===== config.mk =====
export PLATFORM = sky130hd
export DESIGN_NAME = sync_fifo
export DESIGN_NICKNAME = d
export VERILOG_FILES = /design/src/rtl/fifo_pkg.sv /design/src/rtl/fifo_mem.sv /design/src/rtl/sync_fifo.sv
export SDC_FILE = /design/constraint.sdc
export NUM_CORES = 1
export LEC_CHECK = 0
export ABC_AREA = 1
export CAP_MARGIN = 10
export CORE_MARGIN = 5
export CORE_UTILIZATION = 30
export CTS_CLUSTER_SIZE = 16
export DETAILED_ROUTE_END_ITERATION = 16
export GPL_TIMING_DRIVEN = 0
export PLACE_DENSITY = 0.43
export SLEW_MARGIN = 20
export SYNTH_ARGS = -nofsm -noshare
export SYNTH_HDL_FRONTEND = slang
export SYNTH_SLANG_ARGS = --single-unit
export TNS_END_PERCENT = 5

===== constraint.sdc =====
create_clock -name clk -period 3.7 [get_ports clk]
set_input_delay 0.74 -clock clk [delete_from_list [all_inputs] [get_ports clk]]
set_output_delay 0.74 -clock clk [all_outputs]
set_load 0.01 [all_outputs]

===== src/rtl/fifo_pkg.sv =====
// fifo_pkg: shared sizing helpers and parameter legality checks for sync_fifo.
//   addr_w(depth)  -> pointer width ($clog2(depth))
//   cnt_w(depth)   -> occupancy counter width (addr_w + 1, so DEPTH itself fits)
//   depth_ok / af_ok / ae_ok / dw_ok -> elaboration-time parameter checks
package fifo_pkg;

    function automatic int addr_w(input int depth);
        return $clog2(depth);
    endfunction

    function automatic int cnt_w(input int depth);
        return $clog2(depth) + 1;
    endfunction

    // Power of two and at least 2, so the pointers are at least one bit wide.
    function automatic bit depth_ok(input int depth);
        return (depth >= 2) && ((depth & (depth - 1)) == 0);
    endfunction

    function automatic bit af_ok(input int af, input int depth);
        return (af >= 1) && (af <= depth);
    endfunction

    function automatic bit ae_ok(input int ae, input int depth);
        return (ae >= 0) && (ae <= depth - 1);
    endfunction

    function automatic bit dw_ok(input int dw);
        return dw >= 1;
    endfunction

endpackage


===== src/rtl/fifo_mem.sv =====
// fifo_mem: DEPTH x D_W storage array for sync_fifo.
//   clk    in   write clock
//   we     in   write enable
//   waddr  in   write address
//   wdata  in   write data
//   raddr  in   read address
//   rdata  out  asynchronous read data at raddr
// Contents are deliberately not reset or cleared; occupancy lives in the parent.
module fifo_mem
    import fifo_pkg::*;
#(
    parameter int D_W   = 8,
    parameter int DEPTH = 64
) (
    input  logic                       clk,
    input  logic                       we,
    input  logic [addr_w(DEPTH)-1:0]   waddr,
    input  logic [D_W-1:0]             wdata,
    input  logic [addr_w(DEPTH)-1:0]   raddr,
    output logic [D_W-1:0]             rdata
);

    logic [D_W-1:0] mem_q [DEPTH];

    always_ff @(posedge clk) begin
        if (we) begin
            mem_q[waddr] <= wdata;
        end
    end

    assign rdata = mem_q[raddr];

endmodule


===== src/rtl/sync_fifo.sv =====
// sync_fifo: parametrised single-clock FIFO with count-based flags, sticky
// overflow/underflow, synchronous flush and optional first-word-fall-through.
//   clk, rst         clock; asynchronous active-high reset
//   clr              synchronous flush (wins over wr_en/rd_en)
//   wr_en, data_in   write request and data
//   rd_en, data_out  read request and data
//   full, empty, almost_full, almost_empty, count   occupancy status
//   overflow, underflow                             sticky rejection flags
module sync_fifo
    import fifo_pkg::*;
#(
    parameter int D_W       = 8,
    parameter int DEPTH     = 64,
    parameter int FWFT      = 0,
    parameter int AF_THRESH = DEPTH - 4,
    parameter int AE_THRESH = 4
) (
    input  logic                      clk,
    input  logic                      rst,
    input  logic                      clr,
    input  logic                      wr_en,
    input  logic                      rd_en,
    input  logic [D_W-1:0]            data_in,
    output logic [D_W-1:0]            data_out,
    output logic                      full,
    output logic                      empty,
    output logic                      almost_full,
    output logic                      almost_empty,
    output logic [cnt_w(DEPTH)-1:0]   count,
    output logic                      overflow,
    output logic                      underflow
);

    localparam int AW = addr_w(DEPTH);
    localparam int CW = cnt_w(DEPTH);
    localparam logic [CW-1:0] DEPTH_C = CW'(DEPTH);
    localparam logic [CW-1:0] AF_C    = CW'(AF_THRESH);
    localparam logic [CW-1:0] AE_C    = CW'(AE_THRESH);

    if (!dw_ok(D_W)) begin : g_bad_dw
        $error("sync_fifo: D_W must be >= 1");
    end
    if (!depth_ok(DEPTH)) begin : g_bad_depth
        $error("sync_fifo: DEPTH must be a power of two >= 2");
    end
    if (!af_ok(AF_THRESH, DEPTH)) begin : g_bad_af
        $error("sync_fifo: AF_THRESH must be in 1..DEPTH");
    end
    if (!ae_ok(AE_THRESH, DEPTH)) begin : g_bad_ae
        $error("sync_fifo: AE_THRESH must be in 0..DEPTH-1");
    end

    logic [AW-1:0]  wr_ptr_q, wr_ptr_d;
    logic [AW-1:0]  rd_ptr_q, rd_ptr_d;
    logic [CW-1:0]  count_q, count_d;
    logic           ovf_q, ovf_d;
    logic           unf_q, unf_d;
    logic           wr_acc, rd_acc;
    logic           full_w, empty_w;
    logic           mem_we;
    logic [D_W-1:0] head;

    assign full_w  = (count_q == DEPTH_C);
    assign empty_w = (count_q == '0);

    always_comb begin
        // A full FIFO still takes a write when a read frees the slot this cycle.
        wr_acc   = wr_en & (~full_w | rd_en);
        rd_acc   = rd_en & ~empty_w;
        wr_ptr_d = wr_ptr_q;
        rd_ptr_d = rd_ptr_q;
        count_d  = count_q;
        ovf_d    = ovf_q;
        unf_d    = unf_q;
        mem_we   = 1'b0;
        if (clr) begin
            wr_ptr_d = '0;
            rd_ptr_d = '0;
            count_d  = '0;
            ovf_d    = 1'b0;
            unf_d    = 1'b0;
        end else begin
            mem_we = wr_acc;
            if (wr_acc) begin
                wr_ptr_d = wr_ptr_q + 1'b1;
            end
            if (rd_acc) begin
                rd_ptr_d = rd_ptr_q + 1'b1;
            end
            case ({wr_acc, rd_acc})
                2'b10:   count_d = count_q + 1'b1;
                2'b01:   count_d = count_q - 1'b1;
                default: count_d = count_q;
            endcase
            ovf_d = ovf_q | (wr_en & ~wr_acc);
            unf_d = unf_q | (rd_en & ~rd_acc);
        end
    end

    always_ff @(posedge clk or posedge rst) begin
        if (rst) begin
            wr_ptr_q <= '0;
            rd_ptr_q <= '0;
            count_q  <= '0;
            ovf_q    <= 1'b0;
            unf_q    <= 1'b0;
        end else begin
            wr_ptr_q <= wr_ptr_d;
            rd_ptr_q <= rd_ptr_d;
            count_q  <= count_d;
            ovf_q    <= ovf_d;
            unf_q    <= unf_d;
        end
    end

    fifo_mem #(
        .D_W   (D_W),
        .DEPTH (DEPTH)
    ) u_mem (
        .clk   (clk),
        .we    (mem_we),
        .waddr (wr_ptr_q),
        .wdata (data_in),
        .raddr (rd_ptr_q),
        .rdata (head)
    );

    if (FWFT != 0) begin : g_fwft
        // Head is shown directly; forced to zero while empty so stale memory never leaks.
        assign data_out = empty_w ? '0 : head;
    end else begin : g_std
        logic [D_W-1:0] data_out_q, data_out_d;

        always_comb begin
            data_out_d = data_out_q;
            if (clr) begin
                data_out_d = '0;
            end else if (rd_acc) begin
                data_out_d = head;
            end
        end

        always_ff @(posedge clk or posedge rst) begin
            if (rst) begin
                data_out_q <= '0;
            end else begin
                data_out_q <= data_out_d;
            end
        end

        assign data_out = data_out_q;
    end

    assign full         = full_w;
    assign empty        = empty_w;
    assign almost_full  = (count_q >= AF_C);
    assign almost_empty = (count_q <= AE_C);
    assign count        = count_q;
    assign overflow     = ovf_q;
    assign underflow    = unf_q;

endmodule


# Yosys cells after proc, flatten, opt, wreduce, memory -nomap -nowiden

Memory sizes are Yosys's and may differ from the RTL's.
Cells that the tools add are included.
Widths: inputs -> output; s select.

Bits in registers: 29
Latch bits: 0
Bits in writable memories: 512
ROM bits: 0
Input bits: 13
Output and inout port bits: 21
Word-level logic and storage cells: 44
Memories kept: 1

Memory list:

| name        | depth | bits a word | read ports | clocked after memory_dff | write ports | line           | source |
|---|---|---|---|---|---|---|---|
| u_mem.mem_q | 64    | 8           | 1          | 0                        | 1           | fifo_mem.sv:23 | `logic [D_W-1:0] mem_q [DEPTH];` |

Add/sub/neg operators: 4
Multipliers: 0
Divide/modulo/power cells: 0
$lt $le $gt $ge: 2
Equal/unequal tests: 3
Shifts and indexed selects: 0
Mux-type cells: 13
Bitwise operators: 11
Reductions and logical operators: 4

Operators by type and width:

| cell                | count |
|---|---|
| $mux 6              | 4 |
| $mux 8              | 2 |
| $pmux 7 s2          | 1 |
| $add 6x1->6 const B | 2 |
| $add 7x1->7 const B | 1 |
| $eq 7x7->1 const B  | 1 |
| $ge 7x6->1 const B  | 1 |
| $le 7x3->1 const B  | 1 |
| $logic_not 7->1     | 1 |
| $mux 7              | 1 |
| $sub 7x1->7 const B | 1 |
| $mux 1              | 5 |
| $and 1x1->1         | 4 |
| $not 1->1           | 4 |
| $reduce_bool 2->1   | 2 |
| $or 1x1->1          | 3 |
| $reduce_bool 3->1   | 1 |
| $eq 2x1->1 const B  | 1 |
| $eq 2x2->1 const B  | 1 |

# Longest topological paths before layout

Depth in word-level cells: 8
Mapped depth: 14
Depth with buffers taken out: 14

# By module

Synthesis repeated with hierarchy kept, for this count alone.

Cell total of the unflattened synthesis: 2017
Area, all modules: 22953.3 um^2

By module, submodules not included:

| module    | instances | cells an instance | area each (um^2) | seq. area each (um^2) |
|---|---|---|---|---|
| fifo_mem  | 1         | 1797              | 21179.1          | 15374.7 |
| sync_fifo | 1         | 220               | 1774.2           | 725.7 |

# Worst setup path after synthesis

OpenSTA, ideal clock, no wires.

Path type: flip-flop to flip-flop
Start point: reg count_q[0], in the netlist count[0]
End point: reg count_q[5], in the netlist count[5]
Arrival time: 2.238 ns
Required time: 3.584 ns
Slack: 1.346 ns
Cell stages (with the launch flop): 15
Clock period less this slack: 2.354 ns
Path through: dfrtp_1 > nor2_2 > nand2_2 > o21ai_2 > nor2_1 > ha_1 > a21oi_1 > nand2_1 > nand2_1 > nand2_1 > a21oi_1 > xor2_1 > inv_1 > nand2_1 > nand2_1

Longest elaborated chain between the ends: 7

RTL lines:

| what                                     | line             | source |
|---|---|---|
| start, declared                          | sync_fifo.sv:55  | `logic [CW-1:0] count_q, count_d;` |
| start signal, assigned                   | sync_fifo.sv:110 | `count_q <= count_d;` |
| $eq 7x7->1                               | sync_fifo.sv:63  | `assign full_w = (count_q == DEPTH_C);` |
| $not 1->1                                | sync_fifo.sv:68  | `wr_acc = wr_en & (~full_w \| rd_en);` |
| $or 1x1->1                               | sync_fifo.sv:68  |  |
| $and 1x1->1                              | sync_fifo.sv:68  |  |
| $eq 2x1->1 or $eq 2x2->1 (tied branches) | sync_fifo.sv:90  | `case ({wr_acc, rd_acc})` |
| $pmux 7 s2                               | sync_fifo.sv:90  |  |
| $mux 7                                   | sync_fifo.sv:76  | `if (clr) begin` |

Parallel ways exist; a longest one is shown, timed or not.
A chain may end at the register's enable or synchronous reset.

# Final worst setup path

Start point: reg count_q[2], in the netlist count[2]
End point: mem u_mem.mem_q[19][1] (enable)

Longest elaborated chain between the ends: 7

RTL lines:

| what                         | line            | source |
|---|---|---|
| $eq 7x7->1                   | sync_fifo.sv:63 |  |
| $not 1->1                    | sync_fifo.sv:68 |  |
| $or 1x1->1                   | sync_fifo.sv:68 |  |
| $and 1x1->1                  | sync_fifo.sv:68 |  |
| $mux 1                       | sync_fifo.sv:76 |  |
| $mux 1                       | fifo_mem.sv:26  | `if (we) begin` |
| $mux 1 (not written as such) | fifo_mem.sv:27  | `mem_q[waddr] <= wdata;` |
| end, declared                | fifo_mem.sv:23  |  |

No other way between the ends.

==> impl_metrics.env <==
export IMPL_cts_tree="yes"
export IMPL_reg2reg_slack_ns=0.28
export IMPL_grt_ovfl_total=0
export IMPL_worst_ep_required_time_ns=3.94
export IMPL_drtIter0Drc=1441
export IMPL_setup_worst_path_class="register to register"
export IMPL_post_cts_setup_buffer_count=0
export IMPL_grt_antenna_before_repair=0
export IMPL_n_fill_cell=7478
export IMPL_drive_above_1_share=0.0991
export IMPL_place_hpwl_mm=53.3
export IMPL_start_util=0.303
export IMPL_ys_seq_area_frac=0.714
export IMPL_drc=0
export IMPL_coreArea_um2=74600
export IMPL_path_cells="inv_1 -> nand2_2 -> nor2_4 -> nand2_2 -> nand2_4 -> nor2_4 -> nand4_1 -> nor2_1"
export IMPL_cts_path_max_buffers=3
export IMPL_crit_buf_inv=1
export IMPL_max_cap_violations=0
export IMPL_yosys_warnings=0
export IMPL_ctsHtreeMaxLevel=2
export IMPL_worst_path_stages=8
export IMPL_fp_dieW_um=284
export IMPL_track_usage=0.187
export IMPL_areaGrowthSynthToFinish_pct=15.8
export IMPL_gp_congestion=0.873
export IMPL_setup_violations_final=0
export IMPL_status="complete, no violations"
export IMPL_crit_path_max_fanout=10
export IMPL_cp_end_kind="register"
export IMPL_routed_wl_mm=77.9
export IMPL_synthCells=1979
export IMPL_power_density_nw_per_um2=665
export IMPL_skew_ns=0.0166
export IMPL_insertion_delay_ns=0.62
export IMPL_cp_top_family="simple AND/OR/NAND/NOR gates"
export IMPL_cts_root_buf="clkbuf_16"
export IMPL_cp_data_arrival_time_ns=3.66
export IMPL_grt_pass1_vias=14783
export IMPL_grt_max_degree=65
export IMPL_ant_nets=0
export IMPL_clkSlewWorstSetupHoldPaths_ns=0.06
export IMPL_hold_buffers=0
export IMPL_fin_hold_ws_ns=0.362
export IMPL_p_leak_uw=0.00946
export IMPL_slowest_stage="nor2_1"
export IMPL_startpoint_type="register"
export IMPL_peakVddDrop_v=0.000337
export IMPL_syn_num_nets=2000
export IMPL_min_period_ns=3.42
export IMPL_grt_pass1_wl_mm=109
export IMPL_synth_top_cell_area_share=0.681
export IMPL_synth_avg_cell_area_um2=11.4
export IMPL_die_y_um=284
export IMPL_dieArea_um2=80800
export IMPL_yosysTopAreaCell="edfxtp_1"
export IMPL_final_common_cell="nand2_1"
export IMPL_synthDistinctLibCells=35
export IMPL_rsz0062_at_grt="false"
export IMPL_fin_crit_sh=0.924
export IMPL_io_pins=34
export IMPL_max_freq_ghz=0.292
export IMPL_drt_wirelength_per_cell_um=25.1
export IMPL_layout_common_cells="nand2_1 (711), edfxtp_1 (512), nand3_1 (449)"
export IMPL_synth_seq_cells=541
export IMPL_cts_buffers=58
export IMPL_rr_endpoint="u_mem.mem_q[19][1]"
export IMPL_rows=100
export IMPL_fin_nets=2102
export IMPL_drtPass1Iterations=5
export IMPL_reg2reg_from="count[2]"
export IMPL_worst_path_largest_cell_delay_ns=1.09
export IMPL_finalHoldViolations=0
export IMPL_num_antenna_cells=0
export IMPL_postCtsResizedCells=0
export IMPL_numPortBuffers=32
export IMPL_synthTopCellsByArea="edfxtp_1 (68%), nand2_1 (12%), nand3_1 (10%), dfrtp_1 (3.2%), nor2_1 (1.2%)"
export IMPL_slew_headroom=0.287
export IMPL_synth_cell_area_um2=22600
export IMPL_min_path_type="input pin to async pin"
export IMPL_vias_per_cell=5.03
export IMPL_via_count=15586
export IMPL_reg2reg_depth=8
export IMPL_p_total_uw=17400
export IMPL_numClockSinks=541
export IMPL_worstMarginPinSlew_ns=1.07
export IMPL_drv_slew=0
[synth_stat cells]
library cell	n
nor2_4	3
buf_2	51
ha_1	7
edfxtp_1	512
nand2_2	3
buf_1	7
o21bai_1	1
o31ai_1	1
xor2_1	3
o22ai_1	1
dfrtp_1	29
o21ai_0	13
nor2_1	73
buf_4	32
nand4_1	7
o21ai_2	1
inv_2	2
a21oi_1	8
clkbuf_1	11
clkinv_1	4
nand3_1	449
nor2_2	4
buf_8	1
nor3b_1	1
nor3_1	5
inv_1	22
buf_6	9
o21a_1	2
or2_2	1
xnor2_1	1
a21oi_4	1
nand2_1	711
inv_6	1
fa_1	1
nand2_4	1
[cell type report]
| cell class | count | area [µm²] | area share |
|---|---|---|---|
| buffer | 111 | 679 | 0.0260 |
| multi-input combinational | 1298 | 5680 | 0.217 |
| sequential | 541 | 16100 | 0.616 |
| clock buffer | 78 | 1620 | 0.0620 |
| clock inverter | 31 | 219 | 0.00838 |
| timing repair buffer | 42 | 503 | 0.0193 |
| inverter | 29 | 114 | 0.00436 |
| tap | 969 | 1210 | 0.0464 |
[state kept, by name, indices dropped and copies added (netlist names)]
signal,cells
overflow,1
rd_ptr_q,6
u_mem.mem_q,512
wr_ptr_q,6
data_out,8
count,7
underflow,1
[worst max path at each step]
stage	from	end	slack [ns]
floorplan	count[0]	count[5]	1.35
global placement	data_in[2]	u_mem.mem_q[10][2]	-0.66
detailed placement	rd_en	u_mem.mem_q[19][7]	-0.28
CTS	count[2]	u_mem.mem_q[19][7]	0.28
global route	count[2]	u_mem.mem_q[16][1]	0.18
finish	count[2]	u_mem.mem_q[19][1]	0.28
[cells by family (layout without fill, tap and decap cells)]
kind of cell | after synthesis | after routing | share of synthesized area
XOR/XNOR | 4 | 4 | 0.00155
buffers and inverters | 140 | 291 | 0.0352
adder cells (fa/ha/maj) | 8 | 8 | 0.00477
AND/OR/NAND/NOR | 1258 | 1258 | 0.238
flip-flops | 541 | 541 | 0.714
AO/OA/AOI/OAI | 28 | 28 | 0.00738
[power by group]
| part | switching [µW] | internal [µW] |
|---|---|---|
| clock network | 2450 | 3260 |
| logic | 3390 | 1410 |
| registers | 83.0 | 6780 |
[routing by layer]
layer	part of all wire	routed length (µm)	up-vias	global-route usage
met5	0	0	-	0
met4	0.017	1340	0	0.0357
met3	0.058	4480	84	0.0280
met2	0.48	37200	500	0.311
met1	0.45	34900	7874	0.265
li1	-	-	7128	-
[metrics by stage]
step	TNS, ns	instance area [µm²]	util	setup WS (ns)	instances
floorplan	0	22600	-	1.35	1979
global placement	-231.82	24100	0.323	-0.662	2980
detailed placement	-35.53	24300	0.326	-0.281	2990
CTS	0	26100	0.350	0.280	3099
global route	0	26100	0.350	0.178	3099
finish	0	26100	0.350	0.280	3099
[worst reg2reg max path, stage by stage (launching register included)]
cell and delay [ns]:
dfrtp_1 0.46, inv_1 0.10, nand2_2 0.13, nor2_4 0.07, nand2_2 0.09, nand2_4 0.09, nor2_4 0.22, nand4_1 0.77
nor2_1 1.10
Note: power is estimated with default switching activity, not from simulation.
